**src/rtl/fc_layer_sequencer_if.sv**
```systemverilog
// Memory-read and result port bundle of the sequential fully-connected layer engine.
// master = the engine, slave = the buffers / downstream side.
interface fc_layer_sequencer_if #(
    parameter int unsigned SIZE     = 16,
    parameter int unsigned LAYER_SZ = 10,
    parameter int unsigned NEURONS  = 10
);
    localparam int unsigned WAW = (NEURONS * LAYER_SZ > 1) ? $clog2(NEURONS * LAYER_SZ) : 1;
    localparam int unsigned XAW = (LAYER_SZ > 1) ? $clog2(LAYER_SZ) : 1;
    localparam int unsigned NAW = (NEURONS > 1) ? $clog2(NEURONS) : 1;

    logic            start;
    logic            busy;
    logic            done;
    logic            rd_en;
    logic [WAW-1:0]  w_addr;
    logic [XAW-1:0]  x_addr;
    logic [NAW-1:0]  b_addr;
    logic [SIZE-1:0] w_data;
    logic [SIZE-1:0] x_data;
    logic [SIZE-1:0] b_data;
    logic            out_valid;
    logic            out_ready;
    logic [NAW-1:0]  out_addr;
    logic [SIZE-1:0] out_data;

    modport master (
        input  start, w_data, x_data, b_data, out_ready,
        output busy, done, rd_en, w_addr, x_addr, b_addr, out_valid, out_addr, out_data
    );

    modport slave (
        output start, w_data, x_data, b_data, out_ready,
        input  busy, done, rd_en, w_addr, x_addr, b_addr, out_valid, out_addr, out_data
    );
endinterface

```
**src/rtl/fc_layer_sequencer.sv**
```systemverilog
// Fully-connected layer engine: one shared multiplier/accumulator walks every neuron,
// streaming weights/inputs/biases from 1-cycle-latency memories and emitting one result per neuron.
module fc_layer_sequencer #(
    parameter int unsigned SIZE      = 16,
    parameter int unsigned PRECISION = 11,
    parameter int unsigned LAYER_SZ  = 10,
    parameter int unsigned NEURONS   = 10
) (
    input logic                  clk,
    input logic                  rst_n,
    fc_layer_sequencer_if.master bus
);
    localparam int unsigned WAW  = (NEURONS * LAYER_SZ > 1) ? $clog2(NEURONS * LAYER_SZ) : 1;
    localparam int unsigned XAW  = (LAYER_SZ > 1) ? $clog2(LAYER_SZ) : 1;
    localparam int unsigned NAW  = (NEURONS > 1) ? $clog2(NEURONS) : 1;
    localparam int unsigned ACCW = 2 * SIZE;

    typedef enum logic [2:0] {S_IDLE, S_LOAD, S_MAC, S_OUT, S_DONE} state_t;

    state_t          r_state,     w_state_nxt;
    logic [NAW-1:0]  r_n,         w_n_nxt;
    logic [XAW-1:0]  r_k,         w_k_nxt;
    logic [ACCW-1:0] r_acc,       w_acc_nxt;
    logic            r_busy,      w_busy_nxt;
    logic            r_done,      w_done_nxt;
    logic            r_rd_en,     w_rd_en_nxt;
    logic [WAW-1:0]  r_w_addr,    w_w_addr_nxt;
    logic [XAW-1:0]  r_x_addr,    w_x_addr_nxt;
    logic [NAW-1:0]  r_b_addr,    w_b_addr_nxt;
    logic            r_out_valid, w_out_valid_nxt;
    logic [NAW-1:0]  r_out_addr,  w_out_addr_nxt;
    logic [SIZE-1:0] r_out_data,  w_out_data_nxt;
    logic [ACCW-1:0] w_prod;

    assign w_prod = ACCW'(bus.w_data) * ACCW'(bus.x_data);

    // Next-state logic; every output is registered from its *_nxt value so it lines up with r_state.
    always_comb begin
        w_state_nxt     = r_state;
        w_n_nxt         = r_n;
        w_k_nxt         = r_k;
        w_acc_nxt       = r_acc;
        w_rd_en_nxt     = 1'b0;
        w_w_addr_nxt    = r_w_addr;
        w_x_addr_nxt    = r_x_addr;
        w_b_addr_nxt    = r_b_addr;
        w_out_valid_nxt = 1'b0;
        w_out_addr_nxt  = r_out_addr;
        w_out_data_nxt  = r_out_data;

        unique case (r_state)
            S_IDLE: begin
                w_n_nxt        = '0;
                w_k_nxt        = '0;
                w_acc_nxt      = '0;
                w_w_addr_nxt   = '0;
                w_x_addr_nxt   = '0;
                w_b_addr_nxt   = '0;
                w_out_addr_nxt = '0;
                w_out_data_nxt = '0;
                if (bus.start) begin
                    w_state_nxt = S_LOAD;
                    w_rd_en_nxt = 1'b1;
                end
            end
            S_LOAD: begin
                w_state_nxt = S_MAC;
                w_k_nxt     = '0;
                if (LAYER_SZ > 1) begin
                    w_rd_en_nxt  = 1'b1;
                    w_w_addr_nxt = r_w_addr + WAW'(1);
                    w_x_addr_nxt = r_x_addr + XAW'(1);
                end
            end
            S_MAC: begin
                // First product also folds in the bias, aligned to the fractional point.
                if (r_k == '0) begin
                    w_acc_nxt = (ACCW'(bus.b_data) << PRECISION) + w_prod;
                end else begin
                    w_acc_nxt = r_acc + w_prod;
                end
                if (32'(r_k) == LAYER_SZ - 1) begin
                    w_state_nxt     = S_OUT;
                    w_out_valid_nxt = 1'b1;
                    w_out_addr_nxt  = r_n;
                    w_out_data_nxt  = w_acc_nxt[PRECISION+SIZE-1 -: SIZE];
                end else begin
                    w_k_nxt = r_k + XAW'(1);
                    if (32'(r_k) + 32'd2 < LAYER_SZ) begin
                        w_rd_en_nxt  = 1'b1;
                        w_w_addr_nxt = r_w_addr + WAW'(1);
                        w_x_addr_nxt = r_x_addr + XAW'(1);
                    end
                end
            end
            S_OUT: begin
                w_out_valid_nxt = 1'b1;
                if (bus.out_ready) begin
                    w_out_valid_nxt = 1'b0;
                    if (32'(r_n) == NEURONS - 1) begin
                        w_state_nxt = S_DONE;
                    end else begin
                        // w_addr still holds the last weight of this neuron, so +1 is the next row.
                        w_state_nxt  = S_LOAD;
                        w_n_nxt      = r_n + NAW'(1);
                        w_rd_en_nxt  = 1'b1;
                        w_w_addr_nxt = r_w_addr + WAW'(1);
                        w_x_addr_nxt = '0;
                        w_b_addr_nxt = r_n + NAW'(1);
                    end
                end
            end
            S_DONE: begin
                w_state_nxt = S_IDLE;
            end
            default: begin
                w_state_nxt = S_IDLE;
            end
        endcase

        w_busy_nxt = (w_state_nxt != S_IDLE);
        w_done_nxt = (w_state_nxt == S_DONE);
    end

    always_ff @(posedge clk or negedge rst_n) begin
        if (!rst_n) begin
            r_state     <= S_IDLE;
            r_n         <= '0;
            r_k         <= '0;
            r_acc       <= '0;
            r_busy      <= 1'b0;
            r_done      <= 1'b0;
            r_rd_en     <= 1'b0;
            r_w_addr    <= '0;
            r_x_addr    <= '0;
            r_b_addr    <= '0;
            r_out_valid <= 1'b0;
            r_out_addr  <= '0;
            r_out_data  <= '0;
        end else begin
            r_state     <= w_state_nxt;
            r_n         <= w_n_nxt;
            r_k         <= w_k_nxt;
            r_acc       <= w_acc_nxt;
            r_busy      <= w_busy_nxt;
            r_done      <= w_done_nxt;
            r_rd_en     <= w_rd_en_nxt;
            r_w_addr    <= w_w_addr_nxt;
            r_x_addr    <= w_x_addr_nxt;
            r_b_addr    <= w_b_addr_nxt;
            r_out_valid <= w_out_valid_nxt;
            r_out_addr  <= w_out_addr_nxt;
            r_out_data  <= w_out_data_nxt;
        end
    end

    assign bus.busy      = r_busy;
    assign bus.done      = r_done;
    assign bus.rd_en     = r_rd_en;
    assign bus.w_addr    = r_w_addr;
    assign bus.x_addr    = r_x_addr;
    assign bus.b_addr    = r_b_addr;
    assign bus.out_valid = r_out_valid;
    assign bus.out_addr  = r_out_addr;
    assign bus.out_data  = r_out_data;
endmodule
```
**src/flat_wrapper.sv**
```systemverilog
// flat-port wrapper written by rule: the top's interface ports become plain ports
module fc_layer_sequencer_flat 
#(
    parameter int unsigned SIZE      = 16,
    parameter int unsigned PRECISION = 11,
    parameter int unsigned LAYER_SZ  = 10,
    parameter int unsigned NEURONS   = 10
)
  (clk, rst_n, bus_start, bus_w_data, bus_x_data, bus_b_data, bus_out_ready, bus_busy, bus_done, bus_rd_en, bus_w_addr, bus_x_addr, bus_b_addr, bus_out_valid, bus_out_addr, bus_out_data);
  fc_layer_sequencer_if #(.SIZE(SIZE), .LAYER_SZ(LAYER_SZ), .NEURONS(NEURONS)) bus_i ();
  input logic clk;
  input logic rst_n;
  input wire logic [$bits(bus_i.start)-1:0] bus_start;
  input wire logic [$bits(bus_i.w_data)-1:0] bus_w_data;
  input wire logic [$bits(bus_i.x_data)-1:0] bus_x_data;
  input wire logic [$bits(bus_i.b_data)-1:0] bus_b_data;
  input wire logic [$bits(bus_i.out_ready)-1:0] bus_out_ready;
  output wire logic [$bits(bus_i.busy)-1:0] bus_busy;
  output wire logic [$bits(bus_i.done)-1:0] bus_done;
  output wire logic [$bits(bus_i.rd_en)-1:0] bus_rd_en;
  output wire logic [$bits(bus_i.w_addr)-1:0] bus_w_addr;
  output wire logic [$bits(bus_i.x_addr)-1:0] bus_x_addr;
  output wire logic [$bits(bus_i.b_addr)-1:0] bus_b_addr;
  output wire logic [$bits(bus_i.out_valid)-1:0] bus_out_valid;
  output wire logic [$bits(bus_i.out_addr)-1:0] bus_out_addr;
  output wire logic [$bits(bus_i.out_data)-1:0] bus_out_data;
  assign bus_i.start = bus_start;
  assign bus_i.w_data = bus_w_data;
  assign bus_i.x_data = bus_x_data;
  assign bus_i.b_data = bus_b_data;
  assign bus_i.out_ready = bus_out_ready;
  assign bus_busy = bus_i.busy;
  assign bus_done = bus_i.done;
  assign bus_rd_en = bus_i.rd_en;
  assign bus_w_addr = bus_i.w_addr;
  assign bus_x_addr = bus_i.x_addr;
  assign bus_b_addr = bus_i.b_addr;
  assign bus_out_valid = bus_i.out_valid;
  assign bus_out_addr = bus_i.out_addr;
  assign bus_out_data = bus_i.out_data;
  fc_layer_sequencer #(.SIZE(SIZE), .PRECISION(PRECISION), .LAYER_SZ(LAYER_SZ), .NEURONS(NEURONS)) u_core (.clk(clk), .rst_n(rst_n), .bus(bus_i));
endmodule
```
**config.mk**
```make
export PLATFORM = sky130hd
export DESIGN_NAME = fc_layer_sequencer_flat
export DESIGN_NICKNAME = d
export VERILOG_FILES = /design/src/rtl/fc_layer_sequencer_if.sv /design/src/rtl/fc_layer_sequencer.sv /design/src/flat_wrapper.sv
export SDC_FILE = /design/constraint.sdc
export NUM_CORES = 1
export LEC_CHECK = 0
export BUFFER_PORTS_ARGS = -buffer_cell sky130_fd_sc_hd__buf_2
export CORE_MARGIN = 10
export CORE_UTILIZATION = 25
export DETAILED_ROUTE_END_ITERATION = 10
export GPL_ROUTABILITY_DRIVEN = 0
export SLEW_MARGIN = 15
export SYNTH_ARGS = -nofsm -noshare
export SYNTH_HDL_FRONTEND = slang
export SYNTH_SLANG_ARGS = --single-unit
```
**constraint.sdc**
```tcl
create_clock -name clk -period 3.7 [get_ports clk]
set_input_delay 0.185 -clock clk [delete_from_list [all_inputs] [get_ports clk]]
set_output_delay 0.185 -clock clk [all_outputs]
set_load 0.02 [all_outputs]
```
==> results of run 1 <==
final timing paths:
check                                                   from                                 end  slack, ps  cells after the start
worst max register to register   u_core.r_acc[5]$_DFFE_PN0P_        u_core.r_acc[23]$_DFFE_PN0P_        810                     12
worst min register to register  u_core.r_acc[23]$_DFFE_PN0P_        u_core.r_acc[23]$_DFFE_PN0P_        490                      1
max in group asynchronous                              rst_n         u_core.r_acc[8]$_DFFE_PN0P_       3080                      1
worst max-delay path                           bus_w_data[5]        u_core.r_acc[26]$_DFFE_PN0P_      -3220                     28
min in group clk                               bus_out_ready           u_core.bus.done$_DFF_PN0_        120                      3
worst min-delay path                                   rst_n  u_core.bus.out_data[8]$_DFFE_PN0P_          6                      1
timing repair:
action / CTS / global route
endpoints found under the setup margin: 39 / 39
setup buffers: 23 / 18
gates resized for setup: 189 / 117
cloned: 0 / 0
pin swaps: 128 / 88
logic make-up (layout without fill, tap and decap cells):
group / count (synthesis) / count (layout) / synth area share, %
AOI/OAI and AO/OA: 235 / 235 / 12.1
and+or+nand+nor: 504 / 504 / 18.9
muxes: 7 / 7 / 0.587
adders and majority gates: 315 / 315 / 41.2
DFF: 73 / 73 / 14.1
buffers and inverters: 303 / 622 / 8.77
xor gates and xnor gates: 66 / 66 / 4.45
metal layers:
layer  GRT usage (%)  share of wire (%)
met5               0               0.12
met2            20.5                 47
met3            2.72                5.1
met1            17.4                 47
met4            1.99                1.3
cell type report:
| type | instances | area, um^2 | area share [%] |
|---|---|---|---|
| repair buffers | 353 | 2740 | 15.1 |
| clock buffers | 9 | 225 | 1.24 |
| clock inverters | 7 | 76.3 | 0.421 |
| inverters | 253 | 950 | 5.24 |
| multi-input cells | 1127 | 11400 | 63.2 |
| flip-flops and latches | 73 | 1830 | 10.1 |
| well taps | 680 | 851 | 4.70 |
through the flow:
step                cells  hold slack [ps]  cell area (um^2)  util [%]
global placement     2452              414             16200      31.5
finish               2502             6.25             18100      35.2
global route         2502             71.4             18100      35.2
detailed placement   2452              425             16200      31.5
floorplan            1503             -111             13500         -
CTS                  2489             43.5             17400      33.9
sequential cells by signal, summed over array words and instances (netlist names), 3 cells and up:
name                 count
u_core.bus.out_data     16
u_core.bus.x_addr        4
u_core.r_k               4
u_core.bus.out_addr      4
u_core.r_n               4
u_core.bus.w_addr        7
u_core.r_state           3
u_core.r_acc            27
cell usage in the layout, fill, tap and decap left out, types with 17 or more instances in the layout:
cell	count
o21ai_0	27
xor2_1	25
o21ai_1	26
fa_1	179
nor2_1	52
ha_1	85
and2_1	108
a21o_1	17
buf_6	44
xnor2_1	22
ha_4	33
a21oi_2	24
inv_2	26
buf_4	228
nand2_1	196
a21oi_1	29
dfrtp_1	73
and2_4	20
inv_1	227
buf_2	70
nand3_1	20
worst max-delay path, stage by stage:
cell,delay [ps]
buf_6,120
buf_4,130
buf_4,140
and2_1,170
fa_1,510
inv_1,60
fa_1,540
inv_1,80
fa_1,560
fa_1,440
fa_1,580
inv_1,70
fa_1,540
inv_1,40
ha_1,320
and3_4,210
o311a_1,120
or4_4,440
a31o_1,240
a21oi_2,160
xnor2_2,90
ha_1,350
and3_1,180
a211o_1,270
a21oi_2,130
xor2_1,170
xnor2_1,150
o221ai_2,100
==> out/metrics.cfg, run 1 <==
[outcome]
status = complete, but fails checks
failed_checks = negative setup slack

[die]
ios = 91
core_area_um2 = 51400
die_w_um = 248
fp.dieH_um = 248
rows = 83
initial_utilization_pct = 25.3
die_area_um2 = 61500

[logic_synthesis]
synth_top_area_share_pct = 29.0
async_flop_share_pct = 100
syn_inst = 1503
ys_seq_area_share_pct = 14.1
yosysMostFrequentCell = inv_1
synth_area_um2 = 13000
synth_largest_area_cell = fa_1
ys_seq_elements = 73
yosysWarningCount = 0
synthDistinctLibCells = 77
syn_avg_cell_area_um2 = 8.65
synth_edf_count = 0
ys_top_cells_by_count = 253 x inv_1, 211 x nand2_1, 188 x fa_1
synth_nets = 1870
synth_flop_cell = dfrtp_1
synth.area.top_cells = fa_1 29%, dfrtp_1 14%, ha_1 12%, inv_1 7.3%, and2_1 6.2%

[cells_and_area]
nFillCells = 5191
fin_nets = 2184
drive_gt1_share_pct = 34.9
syn_to_final_growth_pct = 39.4
antenna_cells = 0

[detailed_routing]
vias = 11300
routed_wirelength_um = 38600
initialDrtViolationCount = 453
wl_per_cell_um = 15.4
viasPerCell = 4.51
first_pass_iters = 4
drc = 0
ant_nets = 0

[global_routing]
grt_pass1_vias = 12100
grt_max_degree = 74
overflow = 0
grt_usage_pct = 12.7
antenna_found_initial = 4
grt_pass1_wl_um = 63800

[timing]
worstMarginPinSlew_ps = 1150
slew-limit-headroom_pct = 23.5
timing.final.crit_share_pct = 187
timing.final.setup_violations = 39
final_max_slew_viol_count = 0
setup_tns_ps = -93540
clock_skew_ps = 6.28
fmax_ghz = 0.145
finalHoldViolations = 0
setup_slack_ps = -3220
grt_setup_unrepaired = true
period_needed_ps = 6920

[placement]
port_buffers = 90
dp_slack_ps = -3790
hpwlAfterDp_um = 31100

[clock_network]
numCtsBuffers = 9
cts_sinks = 73
htreeDepth = 3
clkSlewWorstSetupHoldPaths_ps = 70
cts_hold_buf = 0
cts_tree = yes
cts_buffer_depth = 2
insertion_delay_ps = 350
root_buffer = clkbuf_16

[worst_setup_path]
crit_path_max_fanout = 6
cp_data_arrival_time_ps = 7130
startpoint_type = input port
cp-end-kind = flip-flop
required_ps = 3910
worstSetupPathType = in2reg

[flow_run]
max_cap_viol_count = 0

[worst_hold_path]
hold_class = in2async

Power of run 1 is not shown: default switching activity piles up to over one toggle a cycle in this logic, so the estimate is an artifact.
==> run 2: changes to the inputs <==
==> constraint.sdc (replaced) <==
create_clock -name clk -period 3.7 [get_ports clk]
set_input_delay 0.37 -clock clk [delete_from_list [all_inputs] [get_ports clk]]
set_output_delay 0.37 -clock clk [all_outputs]
set_load 0.02 [all_outputs]
==> run 2 against run 1 <==
The flow still finishes with violations (negative setup slack). Setup slack got worse by 340 ps. Global-route usage increased by 0.086 points. Wire length increased by 1.7%. Clock skew about the same. First-iteration DRC count decreased by 2.6%. Design area increased by 2.2%. Via count increased by 2.0%. Critical path type unchanged.
==> out/metrics.cfg, run 2 (synthesis results as in run 1) <==
[outcome]
status = complete, but fails checks  ; unchanged
failed_checks = negative setup slack  ; unchanged

[die]
ios = 91  ; unchanged
rows = 83  ; unchanged
initial_utilization_pct = 25.3  ; unchanged
die_w_um = 248  ; unchanged
fp.dieH_um = 248  ; unchanged
core_area_um2 = 51400  ; unchanged
die_area_um2 = 61500  ; unchanged

[clock_network]
cts_sinks = 73  ; unchanged
cts_buffer_depth = 2  ; unchanged
cts_tree = yes  ; unchanged
clkSlewWorstSetupHoldPaths_ps = 60  ; was 70 ps
htreeDepth = 3  ; unchanged
root_buffer = clkbuf_16  ; unchanged
insertion_delay_ps = 350  ; about the same
numCtsBuffers = 9  ; unchanged
cts_hold_buf = 0  ; unchanged

[global_routing]
grt_pass1_wl_um = 64400  ; was 63800 um
overflow = 0  ; unchanged
grt_usage_pct = 12.8  ; was 12.7%
antenna_found_initial = 6  ; was 4
grt_pass1_vias = 12500  ; was 12100
grt_max_degree = 74  ; unchanged

[worst_setup_path]
cp_slowest_stage_delay_ps = 560  ; was 580 ps
worstSetupPathType = in2reg  ; unchanged
slowest_stage = fa_1  ; unchanged
crit_top_cell = fa_1  ; unchanged
startpoint_type = input port  ; unchanged
r2r_cells = 12  ; unchanged
cp-end-kind = flip-flop  ; unchanged
cp_data_arrival_time_ps = 7470  ; was 7130 ps
crit_path_max_fanout = 4  ; was 6
required_ps = 3910  ; about the same

[timing]
worstMarginPinSlew_ps = 1000  ; was 1150 ps
period_needed_ps = 7250  ; was 6920 ps
timing.final.crit_share_pct = 196  ; was 187%
fmax_ghz = 0.138  ; was 0.145 GHz
timing.final.setup_violations = 39  ; unchanged
finalHoldViolations = 0  ; unchanged
clock_skew_ps = 5.95  ; was 6.28 ps
slew-limit-headroom_pct = 33.3  ; was 23.5%
grt_setup_unrepaired = true  ; unchanged
fin_hold_ws_ps = 191  ; was 6.25 ps
final_max_slew_viol_count = 0  ; unchanged
setup_slack_ps = -3550  ; was -3220 ps

[placement]
port_buffers = 90  ; unchanged
dpl.cell_count = 2465  ; was 2452
hpwlAfterDp_um = 31100  ; about the same

[cells_and_area]
final_common_cell = buf_4  ; unchanged
mostFrequentLayoutCells = 231 x buf_4, 222 x inv_1, 199 x nand2_1, 176 x fa_1, 104 x and2_1  ; was 228 x buf_4, 227 x inv_1, 196 x nand2_1, 179 x fa_1, 108 x and2_1
largest_register_ff_count = 27  ; unchanged
fin_nets = 2207  ; was 2184
stdcell_count = 2526  ; was 2502
syn_to_final_growth_pct = 42.5  ; was 39.4%
final_util_pct = 36.0  ; was 35.2%
regMostFlops = u_core.r_acc  ; unchanged
drive_gt1_share_pct = 36.4  ; was 34.9%

[detailed_routing]
wl_per_cell_um = 15.5  ; was 15.4 um
first_pass_iters = 5  ; was 4
vias = 11500  ; was 11300
viasPerCell = 4.56  ; was 4.51
ant_nets = 0  ; unchanged
routed_wirelength_um = 39200  ; was 38600 um
drc = 0  ; unchanged
initialDrtViolationCount = 441  ; was 453

[flow_run]
max_cap_viol_count = 0  ; unchanged

[worst_hold_path]
hold_class = in2async  ; unchanged

[run 2: changes by cell type in the layout (fill, tap and decap cells not counted), moves of 5 or more]
cell,delta
nand2_2,-6
buf_6,+22
inv_1,-5
inv_2,+5
xnor2_4,+5
ha_4,+5
[run 2: path summary, 6_finish.rpt]
| check | slack, ps | end | startpoint |
|---|---|---|---|
| max | -3550 | u_core.r_acc[26]$_DFFE_PN0P_ | bus_x_data[4] |
| min | 190 | u_core.bus.out_data[12]$_DFFE_PN0P_ | rst_n |
| max reg2reg | 780 | u_core.bus.out_data[12]$_DFFE_PN0P_ | u_core.r_acc[1]$_DFFE_PN0P_ |
| min reg2reg | 490 | u_core.r_acc[12]$_DFFE_PN0P_ | u_core.r_acc[12]$_DFFE_PN0P_ |
| max in group asynchronous | 2870 | u_core.r_acc[12]$_DFFE_PN0P_ | rst_n |
| min in group clk | 280 | u_core.r_state[1]$_DFF_PN0_ | bus_out_ready |
[run 2: area by class of cell]
class                           count  area [um^2]
Antenna cell                        1         2.50
Clock buffer                        9          225
Multi-Input combinational cell   1127        11600
Fill cell                        5133        32900
Timing Repair Buffer              376         2960
Sequential cell                    73         1830
Inverter                          253          950
Tap cell                          680          851
Clock inverter                      7         77.6
[run 2: routing by layer]
metal,track usage [%],wire length (um),up-vias
li1,-,-,5454
met1,16.9,17700,5758
met2,21.0,18700,244
met3,3.01,2220,50
met4,2.56,625,4
met5,0,32,-
[run 2: per-stage QoR]
step,instance area [um^2],TNS [ps],worst slack (ps)
6_report,18500,-102950,-3550
3_5_place_dp,16300,-123930,-4050
4_1_cts,17800,-100820,-3500
5_1_grt,18500,-110350,-3710
3_3_place_gp,16300,-122510,-4000
2_1_floorplan,13500,-89440,-3580
[run 2: critical path, delay by kind of cell]
kind | cells | cell delay [ps]
fa+ha+maj | 8 | 3580
buf+inv | 7 | 640
xor+xnor | 1 | 150
simple gates | 5 | 680
compound gates | 13 | 2040
[run 2: timing repair]
item                       4_1_cts  5_1_grt
setup endpoints to repair       39       39
pin swaps                      165      114
resized for setup              233      117
buffers inserted                31       28
Power of run 2 is left out for the same reason.
==> run 3: changes to the inputs <==
Settings changed: CORE_UTILIZATION 25 to 45.
==> run 3 against run 2 <==
The flow still finishes with violations (negative setup slack). Design area down 2.5%. Flip-flop and latch count stayed put. Die area fell by 41%. Non-clock buffer count down 13. Critical path type unchanged.
==> out/metrics.cfg, run 3 (synthesis results as in run 1) <==
[die]
die_w_um = 190  ; was 248 um
ios = 91  ; unchanged
core_area_um2 = 28600  ; was 51400 um^2
die_area_um2 = 36100  ; was 61500 um^2
rows = 62  ; was 83
initial_utilization_pct = 45.4  ; was 25.3%
fp.dieH_um = 190  ; was 248 um

[global_routing]
grt_pass1_vias = 12200  ; was 12500
grt_usage_pct = 20.6  ; was 12.8%
overflow = 0  ; unchanged
grt_max_degree = 74  ; unchanged
antenna_found_initial = 0  ; was 6
grt_pass1_wl_um = 61400  ; was 64400 um

[timing]
final_max_slew_viol_count = 0  ; unchanged
slew-limit-headroom_pct = 32.9  ; was 33.3%
fmax_ghz = 0.139  ; was 0.138 GHz
timing.final.crit_share_pct = 195  ; was 196%
worstMarginPinSlew_ps = 1000  ; about the same
period_needed_ps = 7220  ; was 7250 ps
grt_setup_unrepaired = true  ; unchanged
timing.final.setup_violations = 39  ; unchanged
finalHoldViolations = 0  ; unchanged
clock_skew_ps = 9.04  ; was 5.95 ps
setup_slack_ps = -3520  ; was -3550 ps

[detailed_routing]
drc = 0  ; unchanged
first_pass_iters = 6  ; was 5
vias = 11300  ; was 11500
initialDrtViolationCount = 458  ; was 441
viasPerCell = 5.11  ; was 4.56
wl_per_cell_um = 16.8  ; was 15.5 um
routed_wirelength_um = 37200  ; was 39200 um
ant_nets = 0  ; unchanged

[clock_network]
cts_sinks = 73  ; unchanged
cts_buffer_depth = 2  ; unchanged
numCtsBuffers = 9  ; unchanged
clkSlewWorstSetupHoldPaths_ps = 60  ; about the same
insertion_delay_ps = 340  ; was 350 ps
htreeDepth = 3  ; unchanged
cts_tree = yes  ; unchanged
root_buffer = clkbuf_16  ; unchanged

[worst_setup_path]
startpoint_type = input port  ; unchanged
crit_top_cell = fa_1  ; unchanged
crit_path_max_fanout = 8  ; was 4
reg2reg_slack_ps = 800  ; was 780 ps
worstSetupPathType = in2reg  ; unchanged
crit_end = u_core.bus.out_data[12]$_DFFE_PN0P_  ; was u_core.r_acc[26]$_DFFE_PN0P_
worstSetupStartpoint = bus_w_data[6]  ; was bus_x_data[4]
cp-end-kind = flip-flop  ; unchanged
r2r_cells = 8  ; was 12
reg2reg_from = u_core.r_state[2]$_DFF_PN0_  ; was u_core.r_acc[1]$_DFFE_PN0P_
r2r-end = u_core.bus.w_addr[5]$_DFFE_PN0P_  ; was u_core.bus.out_data[12]$_DFFE_PN0P_
cp_slowest_stage_delay_ps = 550  ; was 560 ps
cp_data_arrival_time_ps = 7440  ; was 7470 ps
slowest_stage = fa_1  ; unchanged
required_ps = 3920  ; was 3910 ps

[cells_and_area]
largest_register_ff_count = 27  ; unchanged
final_common_cell = buf_4  ; unchanged
syn_to_final_growth_pct = 39.0  ; was 42.5%
seqCellArea_um2 = 1830  ; unchanged
regMostFlops = u_core.r_acc  ; unchanged
fin_nets = 2194  ; was 2207
nFillCells = 2328  ; was 5133
mostFrequentLayoutCells = 224 x buf_4, 219 x inv_1, 200 x nand2_1, 176 x fa_1, 102 x and2_1  ; was 231 x buf_4, 222 x inv_1, 199 x nand2_1, 176 x fa_1, 104 x and2_1
multi_input_area_um2 = 11700  ; was 11600 um^2
drive_gt1_share_pct = 36.6  ; was 36.4%

[flow_run]
max_cap_viol_count = 0  ; unchanged

[placement]
port_buffers = 90  ; unchanged
dp_slack_ps = -4040  ; was -4050 ps
hpwlAfterDp_um = 28800  ; was 31100 um

[outcome]
failed_checks = negative setup slack  ; unchanged
status = complete, but fails checks  ; unchanged

[worst_hold_path]
hold_class = in2async  ; unchanged

==> run 3: cell count changes in the layout (fill, tap and decap cells not counted), moves of 5 or more <==
cell | before | now
a21oi_2 | 25 | 30
xnor2_2 | 12 | 17
o21ai_1 | 25 | 31
ha_4 | 38 | 47
o21ai_2 | 18 | 11
ha_1 | 84 | 74
buf_4 | 231 | 224
==> run 3: repair_timing <==
action / CTS / global route
resized for setup: 210 / 128
setup buffers: 34 / 34
hold buffers: 0 / 0
setup endpoints to repair: 39 / 39
cloned: 0 / 0
pin swaps: 135 / 115
==> run 3: how the worst min path moves through the flow <==
| stage | from | endpoint | slack [ps] | cells past startpoint |
|---|---|---|---|---|
| floorplan | rst_n | u_core.bus.busy$_DFF_PN0_ | 70 | 0 |
| global placement | u_core.bus.out_data[6]$_DFFE_PN0P_ | u_core.bus.out_data[6]$_DFFE_PN0P_ | 460 | 2 |
| detailed placement | u_core.bus.out_data[9]$_DFFE_PN0P_ | u_core.bus.out_data[9]$_DFFE_PN0P_ | 470 | 2 |
| CTS | rst_n | u_core.r_acc[25]$_DFFE_PN0P_ | 230 | 1 |
| global route | rst_n | u_core.bus.out_data[11]$_DFFE_PN0P_ | 250 | 1 |
| finish | rst_n | u_core.bus.out_data[11]$_DFFE_PN0P_ | 170 | 1 |
==> run 3: layout make-up <==
class / instances / area share, %
Multi-Input combinational cell: 1127 / 64.8
Timing Repair Buffer: 363 / 15.5
Sequential cell: 73 / 10.1
Inverter: 253 / 5.26
Tap cell: 384 / 2.66
Clock buffer: 9 / 1.25
Clock inverter: 7 / 0.429
Antenna cell: 1 / 0.0138
==> run 3: worst max-delay path, delay by kind of cell <==
kind / cells / cell delay (ps)
AOI/OAI and AO/OA: 9 / 1570
xor gates and xnor gates: 2 / 370
adders and majority gates: 8 / 3380
buffers and inverters: 7 / 650
muxes: 1 / 280
and+or+nand+nor: 4 / 840
==> run 3: per-layer routing <==
metal / GRT usage [%] / vias to the layer above / share of wire [%]
met3: 2.65 / 26 / 3.7
li1: - / 5433 / -
met1: 27.5 / 5672 / 45
met4: 4.12 / 0 / 1.2
met5: 0 / - / 0
met2: 35.0 / 205 / 50
==> run 3: through the flow <==
stage,setup TNS [ps],utilization [%],hold slack (ps),instances,cell area [um^2]
5_1_grt,-112530,63.1,249,2216,18100
4_1_cts,-99160,60.0,230,2184,17200
2_1_floorplan,-89440,-,74.4,1503,13500
3_3_place_gp,-119280,54.8,465,2140,15700
6_report,-103210,63.1,170,2217,18100
3_5_place_dp,-119990,54.8,470,2140,15700
Power of run 3 is left out for the same reason.
